`src/rtl/wifi_tx_pkg.sv`:
```
// Shared definitions for the 802.11a/g transmit bit path: frame sequencer states
// and the fixed field lengths of the DATA field.
package wifi_tx_pkg;

  typedef enum logic [2:0] {
    S_IDLE    = 3'd0,
    S_CLR     = 3'd1,
    S_SERVICE = 3'd2,
    S_DATA    = 3'd3,
    S_TAIL    = 3'd4,
    S_PAD     = 3'd5,
    S_DONE    = 3'd6
  } state_e;

  localparam int SERVICE_BITS = 16;
  localparam int TAIL_BITS    = 6;
  localparam int NDBPS_MIN    = 24;
  localparam int NDBPS_MAX    = 216;

  // States that emit a locally generated zero every cycle without stalling.
  function automatic logic issues_zero(input state_e s);
    case (s)
      S_SERVICE, S_TAIL, S_PAD: issues_zero = 1'b1;
      default:                  issues_zero = 1'b0;
    endcase
  endfunction

endpackage

```
`src/rtl/conv_enc_frame_ctrl_if.sv`:
```
// Bit-serial PSDU stream from the scrambler into the frame sequencer.
interface conv_enc_frame_ctrl_if;
  logic data_bit;
  logic data_valid;
  logic data_ready;

  modport master (output data_bit, output data_valid, input  data_ready);
  modport slave  (input  data_bit, input  data_valid, output data_ready);
endinterface

```
`src/rtl/conv_enc_frame_ctrl.sv`:
```
// Sequences one DATA field (SERVICE, PSDU, tail, pad) into the rate-1/2
// convolutional encoder and marks the last bit of every OFDM symbol.
module conv_enc_frame_ctrl
  import wifi_tx_pkg::*;
#(
  parameter int LEN_W   = 12,
  parameter int NDBPS_W = 8
) (
  input  logic                 clk,
  input  logic                 rst,
  input  logic                 start,
  input  logic [LEN_W-1:0]     len_bytes,
  input  logic [NDBPS_W-1:0]   n_dbps,
  output logic                 busy,
  output logic                 done,
  conv_enc_frame_ctrl_if.slave up,
  output logic                 enc_bit,
  output logic                 enc_valid,
  output logic                 enc_clr,
  output logic                 sym_last
);

  localparam int FIELD_W = LEN_W + 3;
  localparam logic [NDBPS_W-1:0] L_NDBPS_MIN    = NDBPS_W'(NDBPS_MIN);
  localparam logic [NDBPS_W-1:0] L_NDBPS_MAX    = NDBPS_W'(NDBPS_MAX);
  localparam logic [NDBPS_W-1:0] L_SYM_ONE      = NDBPS_W'(1);
  localparam logic [FIELD_W-1:0] L_FIELD_ONE    = FIELD_W'(1);
  localparam logic [FIELD_W-1:0] L_SERVICE_LAST = FIELD_W'(SERVICE_BITS - 1);
  localparam logic [FIELD_W-1:0] L_TAIL_LAST    = FIELD_W'(TAIL_BITS - 1);

  state_e               r_state;
  logic [LEN_W-1:0]     r_len;
  logic [NDBPS_W-1:0]   r_ndbps;
  logic [FIELD_W-1:0]   r_field_cnt;
  logic [NDBPS_W-1:0]   r_sym_cnt;
  logic                 r_busy;
  logic                 r_done;
  logic                 r_enc_bit;
  logic                 r_enc_valid;
  logic                 r_enc_clr;
  logic                 r_sym_last;

  logic                 w_issue;
  logic                 w_bit;
  logic                 w_sym_wrap;
  logic                 w_data_last;
  logic [NDBPS_W-1:0]   w_sym_next;
  logic [NDBPS_W-1:0]   w_ndbps_clamped;

  assign up.data_ready = (r_state == S_DATA);

  // A bit is issued every cycle in the zero-fill states, only on a transfer in DATA.
  always_comb begin
    w_issue = 1'b0;
    w_bit   = 1'b0;
    if (issues_zero(r_state)) begin
      w_issue = 1'b1;
      w_bit   = 1'b0;
    end else if (r_state == S_DATA) begin
      w_issue = up.data_valid;
      w_bit   = up.data_valid & up.data_bit;
    end else begin
      w_issue = 1'b0;
      w_bit   = 1'b0;
    end
  end

  // Symbol position, end-of-PSDU detect and n_dbps clamping.
  always_comb begin
    w_sym_wrap      = (r_sym_cnt == (r_ndbps - L_SYM_ONE));
    w_sym_next      = '0;
    w_data_last     = (r_field_cnt == ({r_len, 3'b000} - L_FIELD_ONE));
    w_ndbps_clamped = n_dbps;
    if (w_sym_wrap) begin
      w_sym_next = '0;
    end else begin
      w_sym_next = r_sym_cnt + L_SYM_ONE;
    end
    if (n_dbps < L_NDBPS_MIN) begin
      w_ndbps_clamped = L_NDBPS_MIN;
    end else if (n_dbps > L_NDBPS_MAX) begin
      w_ndbps_clamped = L_NDBPS_MAX;
    end else begin
      w_ndbps_clamped = n_dbps;
    end
  end

  // Frame FSM with counters and registered encoder-side outputs.
  always_ff @(posedge clk or negedge rst) begin
    if (!rst) begin
      r_state     <= S_IDLE;
      r_len       <= '0;
      r_ndbps     <= '0;
      r_field_cnt <= '0;
      r_sym_cnt   <= '0;
      r_busy      <= 1'b0;
      r_done      <= 1'b0;
      r_enc_bit   <= 1'b0;
      r_enc_valid <= 1'b0;
      r_enc_clr   <= 1'b0;
      r_sym_last  <= 1'b0;
    end else begin
      r_enc_clr   <= 1'b0;
      r_done      <= 1'b0;
      r_enc_valid <= w_issue;
      r_enc_bit   <= w_bit;
      r_sym_last  <= w_issue & w_sym_wrap;
      if (w_issue) begin
        r_sym_cnt <= w_sym_next;
      end
      case (r_state)
        S_IDLE: begin
          if (start) begin
            r_len       <= len_bytes;
            r_ndbps     <= w_ndbps_clamped;
            r_busy      <= 1'b1;
            r_enc_clr   <= 1'b1;
            r_field_cnt <= '0;
            r_state     <= S_CLR;
          end
        end
        S_CLR: begin
          r_sym_cnt   <= '0;
          r_field_cnt <= '0;
          r_state     <= S_SERVICE;
        end
        S_SERVICE: begin
          if (r_field_cnt == L_SERVICE_LAST) begin
            r_field_cnt <= '0;
            r_state     <= (r_len == '0) ? S_TAIL : S_DATA;
          end else begin
            r_field_cnt <= r_field_cnt + L_FIELD_ONE;
          end
        end
        S_DATA: begin
          if (up.data_valid) begin
            if (w_data_last) begin
              r_field_cnt <= '0;
              r_state     <= S_TAIL;
            end else begin
              r_field_cnt <= r_field_cnt + L_FIELD_ONE;
            end
          end
        end
        S_TAIL: begin
          // Skip padding when the sixth tail bit already closes a symbol.
          if (r_field_cnt == L_TAIL_LAST) begin
            r_field_cnt <= '0;
            r_state     <= (w_sym_next == '0) ? S_DONE : S_PAD;
          end else begin
            r_field_cnt <= r_field_cnt + L_FIELD_ONE;
          end
        end
        S_PAD: begin
          if (w_sym_wrap) begin
            r_field_cnt <= '0;
            r_state     <= S_DONE;
          end else begin
            r_field_cnt <= r_field_cnt + L_FIELD_ONE;
          end
        end
        S_DONE: begin
          r_done  <= 1'b1;
          r_busy  <= 1'b0;
          r_state <= S_IDLE;
        end
        default: begin
          r_busy  <= 1'b0;
          r_state <= S_IDLE;
        end
      endcase
    end
  end

  assign busy      = r_busy;
  assign done      = r_done;
  assign enc_bit   = r_enc_bit;
  assign enc_valid = r_enc_valid;
  assign enc_clr   = r_enc_clr;
  assign sym_last  = r_sym_last;

endmodule

```
`src/flat_wrapper.sv`:
```
// flat-port wrapper written by rule: the top's interface ports become plain ports
module conv_enc_frame_ctrl_flat import wifi_tx_pkg::*;
#(
  parameter int LEN_W   = 12,
  parameter int NDBPS_W = 8
)
  (clk, rst, start, len_bytes, n_dbps, busy, done, enc_bit, enc_valid, enc_clr, sym_last, up_data_bit, up_data_valid, up_data_ready);
  conv_enc_frame_ctrl_if up_i ();
  input  logic clk;
  input  logic rst;
  input  logic start;
  input  logic [LEN_W-1:0] len_bytes;
  input  logic [NDBPS_W-1:0] n_dbps;
  output logic busy;
  output logic done;
  output logic enc_bit;
  output logic enc_valid;
  output logic enc_clr;
  output logic sym_last;
  input wire logic [$bits(up_i.data_bit)-1:0] up_data_bit;
  input wire logic [$bits(up_i.data_valid)-1:0] up_data_valid;
  output wire logic [$bits(up_i.data_ready)-1:0] up_data_ready;
  assign up_i.data_bit = up_data_bit;
  assign up_i.data_valid = up_data_valid;
  assign up_data_ready = up_i.data_ready;
  conv_enc_frame_ctrl #(.LEN_W(LEN_W), .NDBPS_W(NDBPS_W)) u_core (.clk(clk), .rst(rst), .start(start), .len_bytes(len_bytes), .n_dbps(n_dbps), .busy(busy), .done(done), .up(up_i), .enc_bit(enc_bit), .enc_valid(enc_valid), .enc_clr(enc_clr), .sym_last(sym_last));
endmodule
```
`config.mk`:
```
export PLATFORM = sky130hd
export DESIGN_NAME = conv_enc_frame_ctrl_flat
export DESIGN_NICKNAME = d
export VERILOG_FILES = /design/src/rtl/wifi_tx_pkg.sv /design/src/rtl/conv_enc_frame_ctrl_if.sv /design/src/rtl/conv_enc_frame_ctrl.sv /design/src/flat_wrapper.sv
export SDC_FILE = /design/constraint.sdc
export NUM_CORES = 1
export LEC_CHECK = 0
export ABC_CLOCK_PERIOD_IN_PS = 2800
export CAP_MARGIN = 20
export CORE_MARGIN = 5
export CORE_UTILIZATION = 25
export DETAILED_ROUTE_END_ITERATION = 6
export GPL_ROUTABILITY_DRIVEN = 0
export PLACE_DENSITY_LB_ADDON = 0.12
export SLEW_MARGIN = 25
export SYNTH_ARGS = -nofsm -noshare
export SYNTH_HDL_FRONTEND = slang
export SYNTH_SLANG_ARGS = --single-unit
export TNS_END_PERCENT = 50
```
`constraint.sdc`:
```
create_clock -name clk -period 2.8 [get_ports clk]
set_clock_uncertainty 0.1 [all_clocks]
set_input_delay 0.42 -clock clk [delete_from_list [all_inputs] [get_ports clk]]
set_output_delay 0.42 -clock clk [all_outputs]
set_load 0.05 [all_outputs]
```
Word-level counts from Yosys, hierarchy flattened:

Cells that the tools add are included.

* logic and storage cells: 78
* output and inout port bits: 7
* register bits: 52
* bits of input ports: 25

* bitwise gates (word level): 3
* add/subtract/negate cells: 4
* magnitude comparators: 2
* muxes and demuxes: 31
* equality and inequality tests: 16
* reduce and logical (&&, ||, !) cells: 11

Operator list (count)
* 2-to-1 mux 15 bit: 6
* case mux 15 bit (6 select lines): 1
* 2-to-1 mux 8 bit: 5
* 2-to-1 mux 3 bit: 7
* case mux 3 bit (6 select lines): 1
* adder 15 x 1 -> 15 bit (second input constant): 1
* == test 15 bit: 1
* == test 15 x 3 -> 1 bit (second input constant): 1
* == test 15 x 4 -> 1 bit (second input constant): 1
* subtractor 15 x 1 -> 15 bit (second input constant): 1
* zero test 12 bit: 1
* == test 3 bit (second input constant): 3
* 2-to-1 mux 1 bit: 9
* adder 8 x 1 -> 8 bit (second input constant): 1
* == test 8 bit: 1
* greater-than comparator 8 bit (second input constant): 1
* zero test 8 bit: 1
* < comparator 8 x 5 -> 1 bit (second input constant): 1
* inequality test 2 x 1 -> 1 bit (second input constant): 4
* subtractor 8 x 1 -> 8 bit (second input constant): 1
* == test 3 x 2 -> 1 bit (second input constant): 2
* AND reduction 6 bit: 1
* nonzero test 6 bit: 1
* OR reduction 5 bit: 1
* 11 further kinds: 14

Logic depth before layout (Yosys ltp):

* depth after elaboration: 7
* depth in mapped cells: 11
* mapped depth without buffers: 9

Least setup slack after synthesis:

OpenSTA, ideal clock, no wires.

* path type: register -> register
* from: register u_core.r_ndbps[0]
* to: register u_core.r_state[0]
* cell stages (with the launch flop): 11
* data arrival time: 2.368 ns
* slack: 0.211 ns
* required time: 2.579 ns
* path through: dfrtp_1 > inv_1 > ha_1 > buf_2 > xnor2_1 > nor4b_1 > a22oi_1 > a21oi_1 > a21oi_4 > or3_4 > a22o_1

* word-level cells in the longest chain between the ends: 7
* elaborated cells on any way between the ends: 9
* classes of those cells: add/sub (1); eq/ne (2); mux (4); reduce/logical (2)

RTL lines
* from (decl): line conv_enc_frame_ctrl.sv:33 `logic [NDBPS_W-1:0] r_ndbps;`
* from (signal assigned): line conv_enc_frame_ctrl.sv:115 `r_ndbps <= w_ndbps_clamped;`
* subtractor 8 x 1 -> 8 bit *: line conv_enc_frame_ctrl.sv:70 `w_sym_wrap = (r_sym_cnt == (r_ndbps - L_SYM_ONE));`
* == test 8 bit *: line conv_enc_frame_ctrl.sv:70
* 2-to-1 mux 8 bit: line conv_enc_frame_ctrl.sv:74 `if (w_sym_wrap) begin`
* zero test 8 bit: line conv_enc_frame_ctrl.sv:149 `r_state <= (w_sym_next == '0) ? S_DONE : S_PAD;`
* 2-to-1 mux 2 bit: line conv_enc_frame_ctrl.sv:149
* 2-to-1 mux 3 bit: line conv_enc_frame_ctrl.sv:147 `if (r_field_cnt == L_TAIL_LAST) begin`
* case mux 3 bit (6 select lines): line conv_enc_frame_ctrl.sv:111 `case (r_state)`
* to (signal assigned): line conv_enc_frame_ctrl.sv:130 `r_state <= (r_len == '0) ? S_TAIL : S_DATA;`
* to (signal assigned): line conv_enc_frame_ctrl.sv:149
* to (decl): line conv_enc_frame_ctrl.sv:31 `state_e r_state;`

Mark *: on every way between the ends. The rest lies on a longest branch, timed or not. The select of a mux whose other input is x is not followed.
A chain may end at the register's enable or synchronous reset.

Worst setup path in the final report:

Ends and elaborated chain as after synthesis.

==> run summary <==
In the global route stage, overall resource usage came out at 12.85%. The clock insertion delay at the later pin of the skew report came out at 0.30 ns. Synthesis produced a netlist with a net count of 441. The tightest min-delay check is of the in2async type. After routing, the total negative slack on setup checks comes to 0 ns.

Entering global routing, the biggest net connects 28 pins. The type of the worst setup path is reg2reg. The area of the die came out at 15910 sq um. The number of cell instances on the worst register-to-register path came out at 8.

The floorplan has 42 rows. The global-route wire length before repair came out at 16220 um. The final critical path takes up 94.45% of the cycle. The clock transition at the registers of the reported paths is 0.07 ns.

Ranked by total cell area, the synthesized netlist is headed by sky130_fd_sc_hd__dfrtp_1, sky130_fd_sc_hd__nand2_1, sky130_fd_sc_hd__xnor2_1. The launching instance or port of the critical path is u_core.r_ndbps[0]. The DRC violation total after the first TritonRoute iteration came out at 163.

Setup repair after global routing left no endpoint under its margin. The effective utilization at floorplan is 25.46%. Across the run, the number of max-cap violations was 0.

Setup violations remaining at the end of the flow were counted as 0. The library cell with the largest summed area after synthesis is sky130_fd_sc_hd__dfrtp_1. In this run, synthesis inferred 0 flip-flops with an integrated enable. TritonCTS built the clock tree.

The total number of yosys warnings is 0. The fraction of layout cells with a size suffix above 1 came out at 11.76%. The vertical extent of the die came out at 126.1 um.

The clock period minus final worst setup slack came out at between 2 and 3 ns. The cts-stage hold buffer count came out at 0. The total overflow reported by the global router came out at 0. The worst-case vdd ir drop came out at approximately 0.3 mV. The buffer cell driving the clock tree root is sky130_fd_sc_hd__clkbuf_16. The worst setup path is captured at a flip-flop. The number of buffers on the longest clock path came out at 2.

The share of flip-flops with an asynchronous set or reset after synthesis came out at 100.0%. The worst path required time came out at 2.90 ns. The number of vias per cell after detailed routing came out at 4.786. The data arrival time of the critical path came out at 2.74 ns. The H-tree depth came out at 2. The beginning of the worst register-to-register path is u_core.r_ndbps[0]. After routing the design area is 4257 sq um. STA classifies the critical path startpoint as a flip-flop. Dividing the detail-routed wire length by the instance count gives 14.94 um.

During I/O placement, the number of pins put on the boundary was 32. The transition at the pin with the smallest max-transition slack came out at 0.7040 ns. Of all nets on the critical path, the largest fanout is 7. The sequential area share after synthesis came out at 38.59%. The area of the core region is 13240 sq um.

The number of pins with negative max-slew slack in the final report came out at 0. For this run, design rule violations remaining after detail routing come to 0. The synthesis-stage register bit count is 52.

The number of clock sinks came out at 52. The number of nets in the layout is slightly below 500. The routed layout has around 3000 vias.

The post-route core utilization is 32.14%. The number of instances in the synthesized netlist came out at 411. The leakage power came out at 1.786 nW. Derived from the worst setup path, the maximum achievable clock frequency is ~380 MHz. The count of distinct cell types in the synthesized netlist came out at slightly below 60. Buffers inserted during clock tree synthesis total 5. The most used flip-flop cell after synthesis is sky130_fd_sc_hd__dfrtp_1. The worst register-to-register path has a setup slack of ~0.16 ns. The post-detailed-placement cell area came out at 4041 sq um. The number of antenna violations at the first check in global routing came out at 0. The die width came out at around 130 um.

The synthesized cell area came out at 3372 sq um. The end point of the critical path is u_core.r_state[0]. The total wire length after detailed routing came out at 9489 um.

The number of global-route vias before repair is 3097. The area fraction of the dominant cell type after synthesis came out at 38.59%. The capturing point of the worst reg2reg path is u_core.r_state[0]. The flow ran to the end, and the final reports show no timing, DRC or antenna violations. Headroom to the max-slew limit came out at 53.07%. The count of input and output buffers is 31. Detailed placement finished with a half-perimeter wire length of about 7300 um. Once detail routing completed, the nets flagged for antenna violations numbered 0. The number of antenna diodes is 0. The total power divided by cell area came out at 934.1 nW/um^2. The total count of hold-check failures in the final report came out at 0. The average cell area after synthesis is a little over 8 sq um. The layout-stage area growth over the synthesis result is 26.23%. Before antenna repair, the detailed router went through 4 iterations.
==> repair_timing <==
item	CTS	global route
endpoints found under the setup margin	0	20
buffers inserted	0	2
resized for setup	0	5
==> metrics by stage <==
stage               std cells  total power, mW  worst slack, ns  hold slack, ns
CTS                       633            3.982          0.07377         0.08826
global placement          625            3.223           0.1345          0.3690
global route              635            4.312          0.01039          0.1256
detailed placement        625            3.221          0.09192          0.3702
floorplan                 411            2.546           0.2113         0.02441
finish                    635            3.976           0.1555         0.06600
==> placed cells by master (no fill, tap or decap), types with 8 or more instances in the layout <==
cell                              instances
sky130_fd_sc_hd__o21ai_0                 29
sky130_fd_sc_hd__nor2b_1                 10
sky130_fd_sc_hd__nor3_1                  12
sky130_fd_sc_hd__nand2_1                 86
sky130_fd_sc_hd__nand2b_1                 8
sky130_fd_sc_hd__nand3_1                 12
sky130_fd_sc_hd__nor2_1                  30
sky130_fd_sc_hd__dfrtp_1                 52
sky130_fd_sc_hd__o211ai_1                11
sky130_fd_sc_hd__buf_4                   24
sky130_fd_sc_hd__clkdlybuf4s50_1         29
sky130_fd_sc_hd__xnor2_1                 17
sky130_fd_sc_hd__xor2_1                   9
sky130_fd_sc_hd__inv_1                   19
sky130_fd_sc_hd__a21oi_1                 13
==> synth_stat cells (5+ instances only) <==
| cell | instances |
|---|---|
| sky130_fd_sc_hd__inv_1 | 19 |
| sky130_fd_sc_hd__a31oi_1 | 5 |
| sky130_fd_sc_hd__a22o_1 | 5 |
| sky130_fd_sc_hd__nand2_1 | 86 |
| sky130_fd_sc_hd__or3_1 | 6 |
| sky130_fd_sc_hd__nor2b_1 | 10 |
| sky130_fd_sc_hd__buf_2 | 6 |
| sky130_fd_sc_hd__o211ai_1 | 11 |
| sky130_fd_sc_hd__and3_1 | 5 |
| sky130_fd_sc_hd__xnor2_1 | 17 |
| sky130_fd_sc_hd__nor4_1 | 6 |
| sky130_fd_sc_hd__nor3_1 | 12 |
| sky130_fd_sc_hd__nand3_1 | 12 |
| sky130_fd_sc_hd__dfrtp_1 | 52 |
| sky130_fd_sc_hd__ha_1 | 5 |
| sky130_fd_sc_hd__nor2_1 | 30 |
| sky130_fd_sc_hd__xor2_1 | 9 |
| sky130_fd_sc_hd__o21ai_0 | 29 |
| sky130_fd_sc_hd__clkbuf_1 | 9 |
| sky130_fd_sc_hd__a21oi_1 | 14 |
| sky130_fd_sc_hd__o22ai_1 | 5 |
| sky130_fd_sc_hd__nand2b_1 | 8 |
==> flip-flops by register name (all words and copies together), names as in the netlist <==
signal / cells
u_core.enc_bit: 1
u_core.r_field_cnt: 15
u_core.enc_clr: 1
u_core.busy: 1
u_core.enc_valid: 1
u_core.r_sym_cnt: 8
u_core.sym_last: 1
u_core.r_state: 3
u_core.done: 1
u_core.r_ndbps: 8
u_core.r_len: 12
==> report_power, final <==
group          total (mW)  switching [mW]  internal [mW]
clock network       0.730           0.303          0.427
logic                1.99            1.12          0.871
registers            1.26           0.303          0.954
==> kinds of logic (layout without fill, tap and decap cells) <==
| kind of cell | Yosys count | after routing | share of synthesized area, % |
|---|---|---|---|
| and+or+nand+nor | 200 | 200 | 29.68 |
| AOI/OAI and AO/OA | 92 | 92 | 18.89 |
| DFF | 52 | 52 | 38.59 |
| buffers and inverters | 36 | 84 | 4.230 |
| xor gates and xnor gates | 26 | 26 | 6.753 |
| adders and majority gates | 5 | 5 | 1.855 |
==> worst min path at each step <==
stage,slack [ns],cells past startpoint,to
4_1_cts,0.09,1,u_core.r_field_cnt[2]
2_1_floorplan,0.02,0,u_core.busy
3_5_place_dp,0.37,2,u_core.busy
3_3_place_gp,0.37,2,u_core.busy
6_report,0.07,1,u_core.r_field_cnt[5]
5_1_grt,0.13,1,u_core.r_field_cnt[2]
==> worst max-delay path, cell delays in order, from the launching register on <==
cell and delay (ns):
sky130_fd_sc_hd__dfrtp_1 0.42, sky130_fd_sc_hd__inv_1 0.08, sky130_fd_sc_hd__ha_1 0.32, sky130_fd_sc_hd__xor2_1 0.20
sky130_fd_sc_hd__or4_1 0.41, sky130_fd_sc_hd__nand3_1 0.23, sky130_fd_sc_hd__a21oi_4 0.14, sky130_fd_sc_hd__or3_4 0.40
sky130_fd_sc_hd__a22o_1 0.23
==> metal layers <==
metal | global-route usage (%) | vias to the layer above | share of wire (%)
met5 | 0 | - | 0
met2 | 19.66 | 78 | 46
met3 | 3.599 | 8 | 4.6
met4 | 4.353 | 0 | 1.3
met1 | 17.48 | 1408 | 48
li1 | - | 1545 | -
==> layout make-up <==
type / count / area, sq um
fillers: 1441 / 8986
multi-input cells: 323 / 1961
flip-flops and latches: 52 / 1301
repair buffers: 57 / 535.5
well taps: 176 / 220.2
clock buffers: 6 / 128.9
inverters: 19 / 71.32
clock inverters: 2 / 38.79
Power figures use the tool's default switching activity.
==> RTL change 1: new RTL, same flow settings <==
`NDBPS_W` is set to 8 in 2 places; all go to 10.
--- a/src/rtl/conv_enc_frame_ctrl.sv
+++ b/src/rtl/conv_enc_frame_ctrl.sv
@@ -4,7 +4,7 @@
   import wifi_tx_pkg::*;
 #(
   parameter int LEN_W   = 12,
-  parameter int NDBPS_W = 8
+  parameter int NDBPS_W = 10
 ) (
   input  logic                 clk,
   input  logic                 rst,
--- a/src/flat_wrapper.sv
+++ b/src/flat_wrapper.sv
@@ -2,7 +2,7 @@
 module conv_enc_frame_ctrl_flat import wifi_tx_pkg::*;
 #(
   parameter int LEN_W   = 12,
-  parameter int NDBPS_W = 8
+  parameter int NDBPS_W = 10
 )
   (clk, rst, start, len_bytes, n_dbps, busy, done, enc_bit, enc_valid, enc_clr, sym_last, up_data_bit, up_data_valid, up_data_ready);
   conv_enc_frame_ctrl_if up_i ();
Interface: changed (resized n_dbps); port bits go from 32 to 34. No check against the original RTL was run, so the function may have changed too.
==> RTL change 1 against the original RTL <==
  * Cell area is 13% higher
  * Synthesized area is 9.1% higher
  * Critical path type unchanged
  * Utilization is 1.2 points higher
  * Power is 9.1% higher
  * Wire length is 7.0% higher
  * Sequential cell count is 4 higher
  * Synthesized cell count is 5.8% higher
  * Fmax is 3.9% lower
  * Setup slack worse by 0.11 ns
  * First-iteration DRC count is 64% higher
  * Sequential share of layout area is 1.5 points lower
==> RTL change 1: results (changes against the original RTL) <==
Cells after DPL=673 (was 625); Worst Path Max Fanout=8 (was 7); met1 wire length=4.82 mm (was 4.58 mm); drt initial violations=267 (was 163); vias in the first global route=3335 (was 3097); CTS Buffer Depth=2 (unchanged); Lkg Pwr=2.15 nW (was 1.79 nW); first-pass GRT wire length=17.2 mm (was 16.2 mm); antenna violations before repair=0 (unchanged); top cells by count, synth=nand2_1 (61), dfrtp_1 (56), o21ai_0 (40) (was nand2_1 (86), dfrtp_1 (52), nor2_1 (30)); WL met2=4.81 mm (was 4.34 mm); Area contributors post-synth=dfrtp_1 (38%), nand2_1 (6.2%), o21ai_0 (5.4%), xnor2_1 (4.0%), a22o_1 (3.3%) (was dfrtp_1 (39%), nand2_1 (9.6%), xnor2_1 (4.4%), o21ai_0 (4.3%), nor2_1 (3.3%)); Synth Area in XOR/XNOR=0.0524 (was 0.0675); final cell count without fillers=687 (was 635); crit path launch=u_core.r_ndbps[2]$_DFFE_PN0P_ (was u_core.r_ndbps[0]$_DFFE_PN0P_); synthesized area per cell=8.46 um2 (was 8.20 um2); share of layout cells above drive strength 1=0.185 (was 0.118); Hold WC Path Type=input pin to async pin (unchanged); GR Layer Usage met3=0.0268 (was 0.0360); # diodes=0 (unchanged); reg-to-reg setup timing slack=0.05 ns (was 0.16 ns); GRT Total Usage=0.120 (was 0.128); Max rail drop VDD=0.000320 V (was 0.000299 V); I/O Buffers=33 (was 31); layout net count=535 (was 488); Fin Hold WS=0.0672 ns (was 0.0660 ns); max_slew headroom=0.525 (was 0.531); final wirelength=10.1 mm (was 9.49 mm); Root Driver=clkbuf_16 (unchanged); mux cell area share after synthesis=0.0112 (was 0); sequential area share after synthesis=0.381 (was 0.386); Synth Warn #=0 (unchanged); Synth async-reset ratio=1.00 (unchanged); crit path DAT=2.85 ns (was 2.74 ns); Fill cells=1501 (was 1441); met1 usage=0.160 (was 0.175); via count=3406 (was 3039); post-place setup slack=-0.0264 ns (was 0.0919 ns); DP HPWL=7.77 mm (was 7.35 mm); router iterations before antenna repair=4 (unchanged); Critical Path Sink Type=flip-flop (unchanged); number of clock buffers inserted by TritonCTS=5 (unchanged); Placement Cell Area=4460 um2 (was 4040 um2); met3 wire length=297 um (was 441 um); r2r worst-path depth=10 (was 8); adder-cell share of the synthesized area=0.0204 (was 0.0186); Synth Area in Compound Gates=0.199 (was 0.189); status=completed (unchanged); Synth cell types=60 (was 59); M2 GR Usage=0.192 (was 0.197); sequential cell area=1400 um2 (was 1300 um2); worst flop-to-flop path endpoint=u_core.r_field_cnt[11]$_DFFE_PN0P_ (was u_core.r_state[0]$_DFFE_PN0P_); largest net degree at the start of global routing=30 (was 28); later-pin clock latency in the skew report=0.30 ns (about the same); Post-Syn Nets=468 (was 441)
[RTL change 1: worst max-delay path, cell delays in order, from the launching register on]
cell,delay (ns)
dfrtp_1,0.41
or3_4,0.43
nor4_2,0.15
buf_4,0.16
o211a_1,0.15
o2111ai_2,0.16
a211o_1,0.34
a31oi_4,0.26
buf_6,0.17
o21ai_0,0.09
a22o_1,0.24
[RTL change 1: where the power goes]
group / switching [W] / internal [W]
registers: 0.000263 / 0.00101
logic: 0.00133 / 0.00108
clock network: 0.000305 / 0.000354
total: 0.00190 / 0.00244
[RTL change 1: layout make-up]
cell class | count | share of cell area
multi-input combinational | 338 | 0.466
clock inverter | 2 | 0.00207
timing repair buffer | 85 | 0.153
sequential | 56 | 0.290
inverter | 16 | 0.0124
tap | 184 | 0.0477
clock buffer | 6 | 0.0288
[RTL change 1: timing repair]
action	in CTS	in global routing
setup buffers	1	5
gates resized for setup	2	32
pin swaps	1	16
setup endpoints to repair	9	24
==> RTL change 2: new RTL, same flow settings <==
Without the edit above. The 7 states of `state_e` get a one-hot encoding in 7 bits.
--- a/src/rtl/wifi_tx_pkg.sv
+++ b/src/rtl/wifi_tx_pkg.sv
@@ -2,14 +2,14 @@
 // and the fixed field lengths of the DATA field.
 package wifi_tx_pkg;
 
-  typedef enum logic [2:0] {
-    S_IDLE    = 3'd0,
-    S_CLR     = 3'd1,
-    S_SERVICE = 3'd2,
-    S_DATA    = 3'd3,
-    S_TAIL    = 3'd4,
-    S_PAD     = 3'd5,
-    S_DONE    = 3'd6
+  typedef enum logic [6:0] {
+    S_IDLE    = 7'b0000001,
+    S_CLR     = 7'b0000010,
+    S_SERVICE = 7'b0000100,
+    S_DATA    = 7'b0001000,
+    S_TAIL    = 7'b0010000,
+    S_PAD     = 7'b0100000,
+    S_DONE    = 7'b1000000
   } state_e;
 
   localparam int SERVICE_BITS = 16;
Function: no difference found for any inputs over 10 cycles, from zero or initial values and one cycle with rst low; not proved beyond that.
==> RTL change 2 against the original RTL <==
  * The run now ends with negative hold slack, negative setup slack left
  * Sequential cell count increased by 4
  * Die area increased by 5.0%
  * Power decreased by 1.5%
  * Synthesized area increased by 5.5%
  * Wire length increased by 6.9%
  * Cell area increased by 7.4%
  * Setup slack got worse by 0.20 ns
  * Critical path type unchanged
  * Largest power group unchanged
  * Highest routed layer unchanged
==> RTL change 2: results (changes against the original RTL) <==
GRT Total Usage=0.125 (was 0.128); share of layout cells above drive strength 1=0.172 (was 0.118); Hold Violations, Final=21 (was 0); Lkg Pwr=2.11 nW (was 1.79 nW); Area contributors post-synth=dfrtp_1 (39%), nand2_1 (8.9%), xnor2_1 (3.7%), o21ai_0 (3.4%), nor3_1 (2.8%) (was dfrtp_1 (39%), nand2_1 (9.6%), xnor2_1 (4.4%), o21ai_0 (4.3%), nor2_1 (3.3%)); CP max stage delay=0.49 ns (was 0.42 ns); met3 wire length=325 um (was 441 um); largest net degree at the start of global routing=37 (was 28); Placement Cell Area=4330 um2 (was 4040 um2); Synth Area in Compound Gates=0.172 (was 0.189); M2 GR Usage=0.200 (was 0.197); Tightest Pin Transition=0.536 ns (was 0.704 ns); Fin Hold WS=-0.0110 ns (was 0.0660 ns); final wirelength=10.1 mm (was 9.49 mm); r2r worst-path depth=9 (was 8); GR Layer Usage met3=0.0223 (was 0.0360); DP HPWL=7.58 mm (was 7.35 mm); vias in the first global route=3211 (was 3097); WL met2=4.67 mm (was 4.34 mm); mux cell area share after synthesis=0.00281 (was 0); layout net count=512 (was 488); top cells by count, synth=nand2_1 (84), dfrtp_1 (55), o21ai_0 (24) (was nand2_1 (86), dfrtp_1 (52), nor2_1 (30)); drt via density=4.95 (was 4.79); status=finished with violations (was completed); first-pass GRT wire length=16.5 mm (was 16.2 mm); CTS Buffer Depth=2 (unchanged); setup TNS=-0.139 ns (was 0 ns); Internal Pwr Total=0.00224 W (was 0.00225 W); met1 usage=0.171 (was 0.175); Worst Setup Slack, final=-0.0412 ns (was 0.156 ns); met1 wire length=4.96 mm (was 4.58 mm); Critical-path top delay cell=or4b_4 (was dfrtp_1); Worst Path Max Fanout=5 (was 7); Max rail drop VDD=0.000494 V (was 0.000299 V); Synth cell types=65 (was 59); later-pin clock latency in the skew report=just over 0.3 ns; post-place setup slack=-0.00624 ns (was 0.0919 ns); Synth Area in XOR/XNOR=0.0567 (was 0.0675); router iterations before antenna repair=4 (unchanged); worst flop-to-flop path endpoint=u_core.r_state[4]$_DFFE_PN0P_ (was u_core.r_state[0]$_DFFE_PN0P_); Final setup violation count=5 (was 0); CP top delay family=simple AND/OR/NAND/NOR gates (unchanged); Fill cells=1460 (was 1441); adder-cell share of the synthesized area=0.0211 (was 0.0186); reg2reg start=u_core.r_len[1]$_DFFE_PN0P_ (was u_core.r_ndbps[0]$_DFFE_PN0P_); drt initial violations=194 (was 163); sequential area share after synthesis=0.394 (was 0.386); Post-Syn Nets=449 (was 441); crit path DAT=2.96 ns (was 2.74 ns); # diodes=0 (unchanged); failing checks=negative hold slack, negative setup slack
[RTL change 2: cell count changes after synthesis, sizes merged, moves of 4 or more]
cell / unedited run / this run
nand2b: 8 / 3
buf: 8 / 4
o22ai: 5 / 11
clkbuf: 9 / 19
o311ai: 0 / 5
and2: 3 / 10
a21oi: 15 / 4
o21ai: 29 / 24
o211ai: 11 / 5
nor3: 13 / 21
inv: 19 / 13
a21o: 1 / 5
nor2: 31 / 12
[RTL change 2: per-stage QoR]
| step | util | power (W) | std cells |
|---|---|---|---|
| floorplan | - | 0.00251 | 418 |
| global placement | 0.311 | 0.00319 | 651 |
| CTS | 0.322 | 0.00389 | 659 |
| global route | 0.328 | 0.00424 | 662 |
| detailed placement | 0.311 | 0.00321 | 651 |
| finish | 0.328 | 0.00392 | 662 |
[RTL change 2: repair_timing]
action	CTS	global route
resized for setup	1	15
buffers inserted	0	3
pin swaps	0	4
endpoints found under the setup margin	2	20
hold endpoints to repair	0	0
gates cloned	0	0
[RTL change 2: power by group through the flow]
stage | registers [W] | clock network (W) | logic [W]
2_1_floorplan | 0.00126 | 0 | 0.00125
3_3_place_gp | 0.00124 | 0 | 0.00195
3_5_place_dp | 0.00124 | 0 | 0.00196
4_1_cts | 0.00123 | 0.000695 | 0.00197
5_1_grt | 0.00126 | 0.000722 | 0.00226
6_report | 0.00123 | 0.000660 | 0.00203
[RTL change 2: layout make-up]
cell class | instances | area (um2) | share of cell area
clock buffer | 5 | 125 | 0.0274
inverter | 13 | 48.8 | 0.0107
sequential | 56 | 1400 | 0.307
tap | 180 | 225 | 0.0493
clock inverter | 3 | 23.8 | 0.00520
timing repair buffer | 79 | 673 | 0.147
multi-input combinational | 326 | 2070 | 0.453
